[src/rtl/voice_allocator_if.sv]
// Event handshake and voice-bank signals shared by the voice allocator and its neighbours.
// The slave side is the allocator; the master side is the event framer / voice bank.
interface voice_allocator_if #(
   parameter int NUM_VOICES = 8
);
   logic                    event_valid;
   logic [7:0]              event_command;
   logic [6:0]              event_param1;
   logic [6:0]              event_param2;
   logic                    event_ack;
   logic [NUM_VOICES-1:0]   voice_idle;
   logic [NUM_VOICES-1:0]   voice_gate;
   logic [7*NUM_VOICES-1:0] voice_note;
   logic                    busy;

   modport slave (
      input  event_valid, event_command, event_param1, event_param2, voice_idle,
      output event_ack, voice_gate, voice_note, busy
   );

   modport master (
      output event_valid, event_command, event_param1, event_param2, voice_idle,
      input  event_ack, voice_gate, voice_note, busy
   );
endinterface

[src/rtl/voice_allocator.sv]
// Polyphonic voice scheduler: assigns note-on events to free voices, steals the
// least-recently-assigned voice when all are busy, and releases voices on note-off.
module voice_allocator #(
   parameter int NUM_VOICES = 8,
   parameter int STEAL_GAP  = 64
) (
   input logic          clk,
   input logic          rst,
   voice_allocator_if.slave vif
);

   localparam int IW = $clog2(NUM_VOICES);
   localparam int CW = $clog2(STEAL_GAP + 1);

   typedef enum logic [2:0] {
      IDLE,
      DECODE,
      SCAN,
      APPLY,
      STEAL_WAIT
   } state_t;

   state_t                state_q, state_d;
   logic [3:0]            cmdHi_q, cmdHi_d;
   logic [6:0]            param1_q, param1_d;
   logic [6:0]            param2_q, param2_d;
   logic                  ack_q, ack_d;
   logic                  noteOff_q, noteOff_d;
   logic [NUM_VOICES-1:0] gate_q, gate_d;
   logic [6:0]            note_q [NUM_VOICES];
   logic [6:0]            note_d [NUM_VOICES];
   logic [IW-1:0]         age_q [NUM_VOICES];
   logic [IW-1:0]         age_d [NUM_VOICES];
   logic [IW-1:0]         scanIdx_q, scanIdx_d;
   logic                  matchFound_q, matchFound_d;
   logic [IW-1:0]         matchIdx_q, matchIdx_d;
   logic                  freeFound_q, freeFound_d;
   logic [IW-1:0]         freeIdx_q, freeIdx_d;
   logic [IW-1:0]         oldestIdx_q, oldestIdx_d;
   logic [IW-1:0]         stealIdx_q, stealIdx_d;
   logic [CW-1:0]         stealCnt_q, stealCnt_d;
   logic [IW-1:0]         applyTarget;

   assign applyTarget = matchFound_q ? matchIdx_q : (freeFound_q ? freeIdx_q : oldestIdx_q);

   always_ff @(posedge clk) begin
      if (rst) begin
         state_q      <= IDLE;
         cmdHi_q      <= '0;
         param1_q     <= '0;
         param2_q     <= '0;
         ack_q        <= 1'b0;
         noteOff_q    <= 1'b0;
         gate_q       <= '0;
         scanIdx_q    <= '0;
         matchFound_q <= 1'b0;
         matchIdx_q   <= '0;
         freeFound_q  <= 1'b0;
         freeIdx_q    <= '0;
         oldestIdx_q  <= '0;
         stealIdx_q   <= '0;
         stealCnt_q   <= '0;
         for (int i = 0; i < NUM_VOICES; i++) begin
            note_q[i] <= '0;
            age_q[i]  <= IW'(i);
         end
      end else begin
         state_q      <= state_d;
         cmdHi_q      <= cmdHi_d;
         param1_q     <= param1_d;
         param2_q     <= param2_d;
         ack_q        <= ack_d;
         noteOff_q    <= noteOff_d;
         gate_q       <= gate_d;
         scanIdx_q    <= scanIdx_d;
         matchFound_q <= matchFound_d;
         matchIdx_q   <= matchIdx_d;
         freeFound_q  <= freeFound_d;
         freeIdx_q    <= freeIdx_d;
         oldestIdx_q  <= oldestIdx_d;
         stealIdx_q   <= stealIdx_d;
         stealCnt_q   <= stealCnt_d;
         note_q       <= note_d;
         age_q        <= age_d;
      end
   end

   always_comb begin
      state_d      = state_q;
      cmdHi_d      = cmdHi_q;
      param1_d     = param1_q;
      param2_d     = param2_q;
      ack_d        = 1'b0;
      noteOff_d    = noteOff_q;
      gate_d       = gate_q;
      scanIdx_d    = scanIdx_q;
      matchFound_d = matchFound_q;
      matchIdx_d   = matchIdx_q;
      freeFound_d  = freeFound_q;
      freeIdx_d    = freeIdx_q;
      oldestIdx_d  = oldestIdx_q;
      stealIdx_d   = stealIdx_q;
      stealCnt_d   = stealCnt_q;
      note_d       = note_q;
      age_d        = age_q;

      case (state_q)
         IDLE: begin
            if (vif.event_valid) begin
               cmdHi_d  = vif.event_command[7:4];
               param1_d = vif.event_param1;
               param2_d = vif.event_param2;
               ack_d    = 1'b1;
               state_d  = DECODE;
            end
         end

         DECODE: begin
            scanIdx_d    = '0;
            matchFound_d = 1'b0;
            freeFound_d  = 1'b0;
            state_d      = IDLE;
            if (cmdHi_q == 4'h9 && param2_q != 7'd0) begin
               noteOff_d = 1'b0;
               state_d   = SCAN;
            end else if (cmdHi_q == 4'h8 || cmdHi_q == 4'h9) begin
               noteOff_d = 1'b1;
               state_d   = SCAN;
            end else if (cmdHi_q == 4'hB && param1_q == 7'd123) begin
               gate_d = '0;
            end
         end

         // One voice per cycle; note-off releases matching voices as they are visited.
         SCAN: begin
            if (gate_q[scanIdx_q] && note_q[scanIdx_q] == param1_q) begin
               if (noteOff_q) begin
                  gate_d[scanIdx_q] = 1'b0;
               end
               if (!matchFound_q) begin
                  matchFound_d = 1'b1;
                  matchIdx_d   = scanIdx_q;
               end
            end
            if (vif.voice_idle[scanIdx_q] && !gate_q[scanIdx_q] && !freeFound_q) begin
               freeFound_d = 1'b1;
               freeIdx_d   = scanIdx_q;
            end
            if (age_q[scanIdx_q] == IW'(NUM_VOICES - 1)) begin
               oldestIdx_d = scanIdx_q;
            end
            if (scanIdx_q == IW'(NUM_VOICES - 1)) begin
               state_d = noteOff_q ? IDLE : APPLY;
            end else begin
               scanIdx_d = scanIdx_q + IW'(1);
            end
         end

         // Target becomes youngest; everything younger than it ages by one.
         APPLY: begin
            for (int j = 0; j < NUM_VOICES; j++) begin
               if (age_q[j] < age_q[applyTarget]) begin
                  age_d[j] = age_q[j] + IW'(1);
               end
            end
            age_d[applyTarget] = '0;
            state_d            = IDLE;
            if (!matchFound_q) begin
               note_d[applyTarget] = param1_q;
               if (freeFound_q) begin
                  gate_d[applyTarget] = 1'b1;
               end else begin
                  gate_d[applyTarget] = 1'b0;
                  stealIdx_d          = applyTarget;
                  stealCnt_d          = '0;
                  state_d             = STEAL_WAIT;
               end
            end
         end

         STEAL_WAIT: begin
            if (stealCnt_q == CW'(STEAL_GAP - 1)) begin
               gate_d[stealIdx_q] = 1'b1;
               state_d            = IDLE;
            end else begin
               stealCnt_d = stealCnt_q + CW'(1);
            end
         end

         default: state_d = IDLE;
      endcase
   end

   assign vif.event_ack  = ack_q;
   assign vif.voice_gate = gate_q;
   assign vif.busy       = (state_q != IDLE);

   for (genvar g = 0; g < NUM_VOICES; g++) begin : g_note
      assign vif.voice_note[7*g +: 7] = note_q[g];
   end

endmodule

[src/flat_wrapper.sv]
// flat-port wrapper written by rule: the top's interface ports become plain ports
module voice_allocator_flat 
#(
   parameter int NUM_VOICES = 8,
   parameter int STEAL_GAP  = 64
)
  (clk, rst, vif_event_valid, vif_event_command, vif_event_param1, vif_event_param2, vif_voice_idle, vif_event_ack, vif_voice_gate, vif_voice_note, vif_busy);
  voice_allocator_if #(.NUM_VOICES(NUM_VOICES)) vif_i ();
  input logic clk;
  input logic rst;
  input wire logic [$bits(vif_i.event_valid)-1:0] vif_event_valid;
  input wire logic [$bits(vif_i.event_command)-1:0] vif_event_command;
  input wire logic [$bits(vif_i.event_param1)-1:0] vif_event_param1;
  input wire logic [$bits(vif_i.event_param2)-1:0] vif_event_param2;
  input wire logic [$bits(vif_i.voice_idle)-1:0] vif_voice_idle;
  output wire logic [$bits(vif_i.event_ack)-1:0] vif_event_ack;
  output wire logic [$bits(vif_i.voice_gate)-1:0] vif_voice_gate;
  output wire logic [$bits(vif_i.voice_note)-1:0] vif_voice_note;
  output wire logic [$bits(vif_i.busy)-1:0] vif_busy;
  assign vif_i.event_valid = vif_event_valid;
  assign vif_i.event_command = vif_event_command;
  assign vif_i.event_param1 = vif_event_param1;
  assign vif_i.event_param2 = vif_event_param2;
  assign vif_i.voice_idle = vif_voice_idle;
  assign vif_event_ack = vif_i.event_ack;
  assign vif_voice_gate = vif_i.voice_gate;
  assign vif_voice_note = vif_i.voice_note;
  assign vif_busy = vif_i.busy;
  voice_allocator #(.NUM_VOICES(NUM_VOICES), .STEAL_GAP(STEAL_GAP)) u_core (.clk(clk), .rst(rst), .vif(vif_i));
endmodule
[config.mk]
export PLATFORM = sky130hd
export DESIGN_NAME = voice_allocator_flat
export DESIGN_NICKNAME = d
export VERILOG_FILES = /design/src/rtl/voice_allocator_if.sv /design/src/rtl/voice_allocator.sv /design/src/flat_wrapper.sv
export SDC_FILE = /design/constraint.sdc
export NUM_CORES = 1
export LEC_CHECK = 0
export BUFFER_PORTS_ARGS = -buffer_cell sky130_fd_sc_hd__buf_2
export CAP_MARGIN = 20
export CORE_ASPECT_RATIO = 1.1
export CORE_UTILIZATION = 56
export CTS_BUF_LIST = sky130_fd_sc_hd__clkbuf_16
export CTS_CLUSTER_SIZE = 24
export DETAILED_ROUTE_END_ITERATION = 12
export GPL_TIMING_DRIVEN = 0
export PLACE_DENSITY = 0.89
export SLEW_MARGIN = 20
export SYNTH_ARGS = -nofsm -noshare
export SYNTH_HDL_FRONTEND = slang
export SYNTH_SLANG_ARGS = --single-unit
[constraint.sdc]
create_clock -name clk -period 7.2 [get_ports clk]
set_clock_uncertainty 0.15 [all_clocks]
set_input_delay 1.44 -clock clk [delete_from_list [all_inputs] [get_ports clk]]
set_output_delay 1.44 -clock clk [all_outputs]
set_load 0.005 [all_outputs]
==> results.md <==
* Number of DRC markers after the initial detailed-route iteration at 755
* Number of antenna violations at the first check in global routing at 0
* HP Class: flop to flop
* Placeable core area at 13200 um2
* Yosys warns at 0
* Unrepaired setup endpoints after global routing: no
* CP bufs+invs at 2
* Proportion of layout cells with a drive suffix above 1 at 0.180
* Combined global-route utilization of all metal layers at 0.356
* Crit path largest cell delay at 820 ps
* Synthesis-to-layout area growth at 17.1%
* Crit-path max FO at 10
* Pleak at 3.32 nW
* Largest voltage drop on the vdd net at 158 uV
* Final-layout setup total negative slack at 0 ps
* WL final at 24200 um
* Synth cell types at 73
* Post-synthesis cell count at 901
* Overall die area at 14000 um2
* Post-synth top cells: sky130_fd_sc_hd__dfxtp_1 (135), sky130_fd_sc_hd__nand2_1 (120), sky130_fd_sc_hd__a21oi_1 (87)
* Max frequency at 222 MHz
* Global-route congestion overflow total at 0
* Max-cap violation count at 0
* Count of placed standard cells in the final layout, fillers left out at 1188
* Arr. time, crit path at 4700 ps
* Post-synth EDFFs at 0
* CTS Sinks at 135
* Worst-skew pair later-pin latency at 440 ps
* Data required time of the worst path at 7400 ps
* Mean instance size in the synthesized netlist at 8.40 um2
* Number of cell instances on the worst register-to-register path at 12
* Maximum number of buffers from clock root to sink at 2
* Post-layout minimum cycle time at 4500 ps
* Placement row count at 44
* Maximum number of pins on one net before global-route repair at 17
* Max-slew violation total from the final report at 0
* CTS root buffer: sky130_fd_sc_hd__clkbuf_16
* Dominant cell type by count on the critical path: sky130_fd_sc_hd__a31oi_1
* Proportion of synthesized chip area in sequential cells at 0.357
* Hold-fix buffer count after cts at 0
* Clock tree from TritonCTS: built
* Wirelength per Cell at 20.4 um
* Number of placed instances with taps included at 1156
* Class of the most critical setup path: flop to flop
* Initial core utilization at 0.573
* I/O pin count at 99
* HP Start: u_core.param2_q[0]$_SDFFE_PP0P_
* IO Port Bufs at 94
* Flip-flop and latch count after synthesis at 135
* Final weighted congestion in routability-driven placement at 0.965
* Maximum level of the CTS H-tree at 4
* Total count of hold-check failures in the final report at 0
* Fraction of registers with async set or reset after synthesis at 0
* Die height at 124 um
* Postcts setup bufs at 0
* Detailed Place HPWL at 17300 um
* Worst setup SP type: flop
* Endpoint of the worst-slack reg-to-reg timing path: u_core.age_q[3]$_SDFFE_PP0P_
* Post-cts repair resize count at 0
* Routed via count at 7834
* Design Power at 1.81 mW
* Global-route wire length before repair at 38000 um
* Worst reg-to-reg setup slack at 2700 ps
* Avg Vias per Cell at 6.59
* Antenna Cells at 0
* Critical-path top delay cell: sky130_fd_sc_hd__o221ai_1
* Clock-pin slew reported for the worst setup and hold paths after clock tree synthesis at 60 ps
* Inserted Clock Buffers at 17
* Slew at the pin with the worst max-slew slack at 999 ps
* Hold WS at 304 ps
* Synthesized area at 7560 um2
* Area after DPL at 8240 um2
* Primary FF master, synth: sky130_fd_sc_hd__dfxtp_1
* Final std cell area, no fill at 8860 um2
* Number of nets produced by synthesis at 961
* Pwr Density at 204 nW/um2
* Cell with the most instances after synthesis: sky130_fd_sc_hd__dfxtp_1
* Category of cells accounting for the largest share of critical-path delay: compound AO/OA/AOI/OAI gates
* Overall die width at 113 um
* Final setup violation count at 0
* Hold path endpoint: u_core.param2_q[0]$_SDFFE_PP0P_
* Max-slew headroom at the worst pin at 0.328
* Min-Delay Path Depth at 2
* ANT nets after route at 0
* Top area cells in the synthesized netlist: sky130_fd_sc_hd__dfxtp_1 (36%), sky130_fd_sc_hd__mux2i_1 (6.5%), sky130_fd_sc_hd__nand2_1 (6.0%), sky130_fd_sc_hd__a21oi_1 (5.8%), sky130_fd_sc_hd__ha_1 (4.5%)
* Critical path cell sequence: buf_4, mux2i_1, o21a_1, clkbuf_1, nand3_1, o221ai_1, ha_1, or2_2, a21oi_1, a31oi_1, or4_1, a31oi_1
* Status: completed
* Element type at the critical path end: flop
* Share of the synthesized area in the top cell type at 0.357
* Layout filler cell count at 1042
* Beginning of the worst register-to-register path: u_core.freeFound_q$_SDFFE_PP0P_
* Fin crit share at 0.625
* Number of global-route vias before repair at 7309
* Remaining DRCs at 0
* Final layout net count at 1074
* Dominant cell type by area after synthesis: sky130_fd_sc_hd__dfxtp_1
* Detailed-router iteration count before antenna repair at 6
-- routing by layer --
layer | track usage | part of all wire | routed length, um
met2 | 0.569 | 0.46 | 11100
met1 | 0.427 | 0.37 | 9000
met3 | 0.0803 | 0.10 | 2520
met4 | 0.254 | 0.066 | 1600
met5 | 0 | 0 | 0
-- power by group --
part	switching [mW]	leakage, nW	total (mW)	internal [mW]
combinational	0.0730	1.94	0.114	0.0413
sequential	0.0140	1.09	0.774	0.760
clock	0.369	0.287	0.922	0.553
total	0.456	3.32	1.81	1.35
-- state kept, by name (all words and copies together) (netlist names) --
name and count:
u_core.age_q 24, u_core.cmdHi_q 4, u_core.freeFound_q 1, u_core.freeIdx_q 3
u_core.matchFound_q 1, u_core.matchIdx_q 3, u_core.noteOff_q 1, u_core.oldestIdx_q 3
u_core.param1_q 7, u_core.param2_q 7, u_core.scanIdx_q 3, u_core.state_q 3
u_core.stealCnt_q 7, u_core.stealIdx_q 3, u_core.vif.event_ack 1, u_core.vif.voice_gate 8
u_core.vif.voice_note 56
-- through the flow --
step | setup slack, ps | utilization
6_report | 2700 | 0.671
5_1_grt | 2510 | 0.671
4_1_cts | 2770 | 0.670
3_5_place_dp | 2810 | 0.623
3_3_place_gp | 2860 | 0.623
2_1_floorplan | 3600 | -
-- final cells by class --
cell class | instances | area [um2] | area share
Buffer | 62 | 289 | 0.0326
Clock inverter | 15 | 194 | 0.0219
Tap cell | 161 | 201 | 0.0227
Sequential cell | 135 | 2700 | 0.305
Multi-Input combinational cell | 689 | 4520 | 0.510
Clock buffer | 17 | 425 | 0.0480
Timing Repair Buffer | 94 | 470 | 0.0531
Inverter | 15 | 56.3 | 0.00635
-- cell families (layout without fill, tap and decap cells) --
kind of cell	after synthesis	after routing	synth area share
simple gates	373	373	0.235
compound gates	210	210	0.183
flops	135	135	0.357
buf+inv	77	203	0.0456
mux	69	69	0.121
fa+ha+maj	27	27	0.0447
xor+xnor	10	10	0.0126
-- layout by cell type, fill, tap and decap left out, drive strengths merged, types with 6 or more instances in the layout --
cell type / count
a211oi: 12
a21oi: 87
a221oi: 6
a31oi: 20
and3: 7
buf: 113
clkbuf: 60
dfxtp: 135
ha: 27
inv: 19
mux2i: 49
mux4: 16
nand2: 120
nand2b: 6
nand3: 67
nand3b: 9
nor2: 82
nor2b: 8
nor3: 28
o211ai: 7
o21ai: 23
o22ai: 6
or2: 9
or3: 9
xor2: 8
-- worst register-to-register path: cells and delay by family (launching register included) --
family | cells | cell delay [ps]
mux | 1 | 370
fa+ha+maj | 1 | 390
buf+inv | 2 | 580
compound gates | 5 | 1440
simple gates | 3 | 1140
flops | 1 | 360
-- worst max-delay path by stage --
| stage | startpoint | to | cells past startpoint |
|---|---|---|---|
| after floorplan | u_core.matchFound_q$_SDFFE_PP0P_ | u_core.age_q[17]$_SDFFE_PP0P_ | 11 |
| after global placement | u_core.freeFound_q$_SDFFE_PP0P_ | u_core.age_q[3]$_SDFFE_PP0P_ | 12 |
| after detailed placement | u_core.freeFound_q$_SDFFE_PP0P_ | u_core.age_q[3]$_SDFFE_PP0P_ | 12 |
| after CTS | u_core.freeFound_q$_SDFFE_PP0P_ | u_core.age_q[3]$_SDFFE_PP0P_ | 12 |
| after global routing | u_core.freeFound_q$_SDFFE_PP0P_ | u_core.age_q[3]$_SDFFE_PP0P_ | 12 |
| final | u_core.freeFound_q$_SDFFE_PP0P_ | u_core.age_q[3]$_SDFFE_PP0P_ | 12 |
(Power assumes the default switching activity.)
